[config.mk]
export PLATFORM = sky130hd
export DESIGN_NAME = manchester_unescape
export DESIGN_NICKNAME = d
export VERILOG_FILES = /design/src/rtl/manchester_pkg.sv /design/src/rtl/manchester_unescape.sv
export SDC_FILE = /design/constraint.sdc
export NUM_CORES = 1
export LEC_CHECK = 0
export CAP_MARGIN = 25
export CORE_ASPECT_RATIO = 1.4
export CORE_MARGIN = 3
export CORE_UTILIZATION = 35
export DETAILED_ROUTE_END_ITERATION = 16
export PLACE_DENSITY_LB_ADDON = 0.12
export RECOVER_POWER = 100
export SLEW_MARGIN = 15
export SYNTH_ARGS = -nofsm -noshare
export SYNTH_HDL_FRONTEND = slang
export SYNTH_SLANG_ARGS = --single-unit
[constraint.sdc]
create_clock -name aclk -period 1.8 [get_ports aclk]
set_input_delay 0.54 -clock aclk [delete_from_list [all_inputs] [get_ports aclk]]
set_output_delay 0.54 -clock aclk [all_outputs]
set_load 0.02 [all_outputs]
[src/rtl/manchester_pkg.sv]
// ---------------------------------------------------------------------------
// manchester_pkg
// Shared constants for the Manchester byte-stuffing transmitter and the
// receive-side unescaper.
//   DEFAULT_START_WORD     frame start symbol, never legal raw in a payload
//   DEFAULT_ESCAPE_SYMBOL  escape prefix
//   DEFAULT_REPLACE_SYMBOL escaped stand-in for the start word
//   DEFAULT_ERR_CNT_WIDTH  default width of the decode error counter
//   STATE_REGULAR/ESCAPE   decoder state encodings shared by both blocks
// ---------------------------------------------------------------------------
package manchester_pkg;

    localparam logic [7:0] DEFAULT_START_WORD     = 8'hD5;
    localparam logic [7:0] DEFAULT_ESCAPE_SYMBOL  = 8'hE5;
    localparam logic [7:0] DEFAULT_REPLACE_SYMBOL = 8'hF5;

    localparam int DEFAULT_ERR_CNT_WIDTH = 16;

    localparam logic [0:0] STATE_REGULAR = 1'b0;
    localparam logic [0:0] STATE_ESCAPE  = 1'b1;

endpackage

[src/rtl/manchester_unescape.sv]
// ---------------------------------------------------------------------------
// manchester_unescape
// Restores the original payload bytes from an escaped AXI-Stream payload
// whose start word has already been stripped by the deframer.
//   ESCAPE,REPLACE -> START_WORD ; ESCAPE,ESCAPE -> ESCAPE
// Malformed sequences are dropped, frame boundaries (tlast) are always kept,
// damaged frames are flagged on tuser of their last beat, and errors are
// counted.
// Ports:
//   aclk, aresetn      clock, asynchronous active-low reset
//   s_axis_*           escaped input stream (tdata/tvalid/tready/tlast)
//   m_axis_*           decoded output stream (tdata/tvalid/tready/tlast)
//   m_axis_tuser       frame-error flag, meaningful only with tlast
//   err_count          saturating count of decode errors
//   err_pulse          one-cycle pulse per decode error
// Note: s_axis_tready is combinational from m_axis_tready.
// ---------------------------------------------------------------------------
module manchester_unescape
    import manchester_pkg::*;
#(
    parameter int                    DATA_WIDTH     = 8,
    parameter logic [DATA_WIDTH-1:0] START_WORD     = DEFAULT_START_WORD,
    parameter logic [DATA_WIDTH-1:0] ESCAPE_SYMBOL  = DEFAULT_ESCAPE_SYMBOL,
    parameter logic [DATA_WIDTH-1:0] REPLACE_SYMBOL = DEFAULT_REPLACE_SYMBOL,
    parameter int                    ERR_CNT_WIDTH  = DEFAULT_ERR_CNT_WIDTH
) (
    input  logic                     aclk,
    input  logic                     aresetn,
    input  logic [DATA_WIDTH-1:0]    s_axis_tdata,
    input  logic                     s_axis_tvalid,
    output logic                     s_axis_tready,
    input  logic                     s_axis_tlast,
    output logic [DATA_WIDTH-1:0]    m_axis_tdata,
    output logic                     m_axis_tvalid,
    input  logic                     m_axis_tready,
    output logic                     m_axis_tlast,
    output logic                     m_axis_tuser,
    output logic [ERR_CNT_WIDTH-1:0] err_count,
    output logic                     err_pulse
);

    localparam logic [ERR_CNT_WIDTH-1:0] ERR_ONE = 1;

    // Decoder state
    logic [0:0] state_q, state_d;

    // Holdback stage
    logic [DATA_WIDTH-1:0] pendData_q, pendData_d;
    logic                  pendValid_q, pendValid_d;
    logic                  pendLast_q, pendLast_d;
    logic                  pendUser_q, pendUser_d;

    // Output register
    logic [DATA_WIDTH-1:0] outData_q, outData_d;
    logic                  outValid_q, outValid_d;
    logic                  outLast_q, outLast_d;
    logic                  outUser_q, outUser_d;

    // Error bookkeeping
    logic                     frameErr_q, frameErr_d;
    logic [ERR_CNT_WIDTH-1:0] errCount_q, errCount_d;
    logic                     errPulse_q, errPulse_d;

    logic                  inHs;
    logic                  outFree;
    logic                  pendMove;
    logic                  decValid;
    logic [DATA_WIDTH-1:0] decData;
    logic                  decErr;

    // The output register can take a new beat when empty or draining now.
    assign outFree       = !outValid_q || m_axis_tready;
    assign s_axis_tready = !pendValid_q || outFree;
    assign inHs          = s_axis_tvalid && s_axis_tready;

    // Byte decoder: classifies the accepted byte as decoded, consumed escape
    // prefix or error, and picks the next state.
    always_comb begin
        decValid = 1'b0;
        decData  = s_axis_tdata;
        decErr   = 1'b0;
        state_d  = state_q;
        if (inHs) begin
            if (state_q == STATE_REGULAR) begin
                if (s_axis_tdata == ESCAPE_SYMBOL) begin
                    // An escape cannot be completed past the frame end.
                    if (s_axis_tlast) begin
                        decErr = 1'b1;
                    end else begin
                        state_d = STATE_ESCAPE;
                    end
                end else if (s_axis_tdata == START_WORD) begin
                    decErr = 1'b1;
                end else begin
                    decValid = 1'b1;
                end
            end else begin
                state_d = STATE_REGULAR;
                if (s_axis_tdata == REPLACE_SYMBOL) begin
                    decValid = 1'b1;
                    decData  = START_WORD;
                end else if (s_axis_tdata == ESCAPE_SYMBOL) begin
                    decValid = 1'b1;
                end else begin
                    decErr = 1'b1;
                end
            end
        end
    end

    // Pend leaves for the output register when a newer decoded beat pushes
    // it out, or on its own once it closes a frame; the output must be free.
    // s_axis_tready guarantees outFree whenever a beat pushes a valid pend.
    assign pendMove = pendValid_q && outFree && (pendLast_q || decValid);

    // Holdback stage: lets a dropped tlast-bearing byte still close the frame
    // by marking the beat already waiting here as last.
    always_comb begin
        pendData_d  = pendData_q;
        pendValid_d = pendValid_q;
        pendLast_d  = pendLast_q;
        pendUser_d  = pendUser_q;
        if (pendMove) begin
            pendValid_d = 1'b0;
            pendLast_d  = 1'b0;
            pendUser_d  = 1'b0;
        end
        if (decValid) begin
            pendData_d  = decData;
            pendValid_d = 1'b1;
            pendLast_d  = s_axis_tlast;
            pendUser_d  = s_axis_tlast && frameErr_q;
        end else if (inHs && s_axis_tlast && pendValid_d) begin
            pendLast_d = 1'b1;
            pendUser_d = frameErr_q || decErr;
        end
    end

    // Output register: loads from pend, otherwise empties after a handshake.
    always_comb begin
        outData_d  = outData_q;
        outValid_d = outValid_q;
        outLast_d  = outLast_q;
        outUser_d  = outUser_q;
        if (pendMove) begin
            outData_d  = pendData_q;
            outValid_d = 1'b1;
            outLast_d  = pendLast_q;
            outUser_d  = pendUser_q;
        end else if (outFree) begin
            outValid_d = 1'b0;
        end
    end

    // Sticky per-frame error flag, saturating counter and error pulse.
    always_comb begin
        frameErr_d = frameErr_q;
        errCount_d = errCount_q;
        errPulse_d = inHs && decErr;
        if (inHs) begin
            frameErr_d = s_axis_tlast ? 1'b0 : (frameErr_q || decErr);
        end
        if (inHs && decErr && (errCount_q != {ERR_CNT_WIDTH{1'b1}})) begin
            errCount_d = errCount_q + ERR_ONE;
        end
    end

    always_ff @(posedge aclk or negedge aresetn) begin
        if (!aresetn) begin
            state_q     <= STATE_REGULAR;
            pendData_q  <= '0;
            pendValid_q <= 1'b0;
            pendLast_q  <= 1'b0;
            pendUser_q  <= 1'b0;
            outData_q   <= '0;
            outValid_q  <= 1'b0;
            outLast_q   <= 1'b0;
            outUser_q   <= 1'b0;
            frameErr_q  <= 1'b0;
            errCount_q  <= '0;
            errPulse_q  <= 1'b0;
        end else begin
            state_q     <= state_d;
            pendData_q  <= pendData_d;
            pendValid_q <= pendValid_d;
            pendLast_q  <= pendLast_d;
            pendUser_q  <= pendUser_d;
            outData_q   <= outData_d;
            outValid_q  <= outValid_d;
            outLast_q   <= outLast_d;
            outUser_q   <= outUser_d;
            frameErr_q  <= frameErr_d;
            errCount_q  <= errCount_d;
            errPulse_q  <= errPulse_d;
        end
    end

    assign m_axis_tdata  = outData_q;
    assign m_axis_tvalid = outValid_q;
    assign m_axis_tlast  = outLast_q;
    assign m_axis_tuser  = outUser_q;
    assign err_count     = errCount_q;
    assign err_pulse     = errPulse_q;

endmodule

==> run metrics <==
status finished, final reports clean; WS Path Type input port to register; Tcrit/Tclk final a little over nine tenths; final net count ~260; Starting Density 37.1%; drt via density between 5 and 6; worst skew pair latency 0.30 ns; crit path DAT 1.96 ns; fin area between 0.002 and 0.003 sq mm; max reg flops 16; count of max-cap constraint violations 0; overall routing resource usage 15.4%; critical path cell sequence clkdlybuf4s50_1 > a21oi_1 > o22ai_4 > or3b_4 > xnor2_2; Post-synth EDFFs 0; Final Hold Fails 0; CP endpoint kind register; Finished Layout Cells about 310; Max Slew Vio Count 0; Root Driver clkbuf_8; most common cell after layout, fill and taps aside dfrtp_1; GPL Wtd Cong slightly above 0.8; Antenna Cells 0; Tightest Pin Transition 1.01 ns; Seq/Total Area, Yosys a little over half; layout cells sized above 1 a little under two fifths; critical path buffer and inverter count 1; mux share of post-synthesis cell area just over 10%; Slowest-stage cell, CP clkdlybuf4s50_1; Netlist Area Pre-Place 0.00197 sq mm; Wirelength per Cell approximately 16 um; buffers added on ports slightly above 40; num rows 31; Hold WS around 0.47 ns; remaining routing DRC violations 0; post-placement cell area 0.00265 sq mm; vias in the first global route around 1700; htree depth 2; setup violators final 0; adder-cell share of the synthesized area less than 1%; area fraction in compound gates after synthesis 8.44%; total gr overflow 0; Hold WC Path Type input port to register; core area between 0.005 and 0.006 sq mm; Post-Syn Nets around 180; Placed Cells ~290; CTS tree built; largest family of logic cells by synthesized area simple AND/OR/NAND/NOR gates; initial antenna violation count 0; 1st-iter DRT viols 79; Longest Clk Path Bufs 2; Die Ht around 95 um; DR vias around 1600; xor and xnor fraction of the mapped netlist area under 10%; maximum vdd drop roughly 0.54 mV; Avg Synthesized Cell Area between 10 and 15 sq um; Post-Synthesis Cells around 160; Pwr per Cell Area approximately 1200 mW/mm^2; first-pass GRT wire length between 8 and 9 mm; Post-DP HPWL 3.46 mm; Simple-Gate Fraction of Synth Area slightly above 20%; cts hold-fix bufs 0; Synth cell types 42; CTS Buf Count 5; clock sink count 41; Worst Clk Skew 0.0133 ns; ANT nets after route 0; Main synth FF type dfrtp_1; Top Ports between 40 and 50; 1st-pass router iterations 4; max frequency between 500 and 600 MHz; Die ar. 0.00658 sq mm; pin count of the biggest net entering global routing 42; Clk pin slew, worst setup/hold paths 0.09 ns; fillers approximately 490; required time of the critical path roughly 2 ns; synthesis-to-finish area growth 43.8%; CP top delay family buffers and inverters; Final TNS setup 0 ns; fraction of registers with async set/reset 100%; Critical Path Fanout Max 7; slowest cell delay on critical path 0.51 ns; P_leak around 1.3 nW; synthesized flop and latch total 41; Post-Route WL between 4 and 5 mm; Slew HR between 30 and 40%; post-route minimum period approximately 1.8 ns; CP Launch Type input port; commonest non-fill, non-tap cells in the layout 40 x dfrtp_1, 28 x buf_4, 27 x dlygate4sd2_1; Die Wd 69.4 um; Ys Warns 0
final cells by class:
class / count / area, sq um / share of cell area [%]
multi-input combinational: 115 / 995 / 35.1
inverter: 3 / 11.3 / 0.397
timing repair buffer: 75 / 606 / 21.4
clock inverter: 3 / 43.8 / 1.55
sequential: 41 / 1030 / 36.2
clock buffer: 5 / 68.8 / 2.43
tap: 66 / 82.6 / 2.91
per-stage QoR:
stage | util (%) | setup slack [ns] | total power, mW
detailed placement | 49.9 | -0.708 | 2.57
CTS | 52.8 | 0.00140 | 3.29
floorplan | - | -0.0635 | 1.95
finish | 53.3 | 0.0187 | 3.28
global route | 53.3 | -0.000381 | 3.47
global placement | 49.9 | -0.660 | 2.53
synthesized netlist by cell type, types with 2 or more instances:
| cell | instances | area share, % |
|---|---|---|
| nand3_1 | 10 | 2.5 |
| nor3b_2 | 2 | 1.3 |
| and3_1 | 5 | 1.6 |
| nor3b_1 | 3 | 1.1 |
| o221ai_1 | 2 | 0.89 |
| xor2_1 | 7 | 3.1 |
| and2_1 | 2 | 0.63 |
| nor2_1 | 4 | 0.76 |
| nor3_1 | 3 | 0.76 |
| nand3b_1 | 5 | 1.9 |
| nand2_1 | 10 | 1.9 |
| nand2b_1 | 2 | 0.63 |
| dfrtp_1 | 41 | 52 |
| nand4_1 | 8 | 2.5 |
| a21oi_1 | 3 | 0.76 |
| inv_1 | 3 | 0.57 |
| o22ai_1 | 2 | 0.63 |
| buf_6 | 2 | 1.1 |
| mux2_2 | 18 | 10 |
| xnor2_1 | 7 | 3.1 |
| o21a_1 | 2 | 0.76 |
report_power, final:
part,internal (mW),switching [mW],leakage [nW]
clock network,0.416,0.346,0.0585
logic,0.652,0.579,0.733
registers,1.15,0.146,0.507
per-layer routing:
metal	global-route usage (%)	wire length, um	vias up
met3	3.62	229	5
met4	5.54	58	0
met2	27.8	2520	44
met1	17.9	1970	787
li1	-	-	751
met5	0	0	-
repair_timing:
| item | in CTS | in global routing |
|---|---|---|
| gates resized for setup | 67 | 20 |
| setup endpoints to repair | 64 | 28 |
| buffers inserted | 6 | 3 |
| gates cloned | 0 | 0 |
| pin swaps | 8 | 9 |
logic make-up after synthesis:
logic type,Yosys count
flops,41
simple gates,63
fa+ha+maj,1
mux,18
compound gates,19
xor+xnor,14
buf+inv,6
final timing paths:
check / start / endpoint / slack, ns / cells past startpoint
setup / recovery: s_axis_tlast / err_count[8]$_DFFE_PN0P_ / 0.02 / 5
hold / removal: s_axis_tdata[1] / pendData_q[1]$_DFFE_PN0P_ / 0.47 / 2
setup reg to reg: m_axis_tvalid$_DFFE_PN0P_ / err_count[8]$_DFFE_PN0P_ / 0.08 / 6
hold reg to reg: m_axis_tlast$_DFFE_PN0P_ / m_axis_tlast$_DFFE_PN0P_ / 0.50 / 1
max in group asynchronous: aresetn / err_count[10]$_DFFE_PN0P_ / 0.64 / 2
min in group asynchronous: aresetn / m_axis_tlast$_DFFE_PN0P_ / 0.48 / 2
Power figures use the tool's default switching activity.
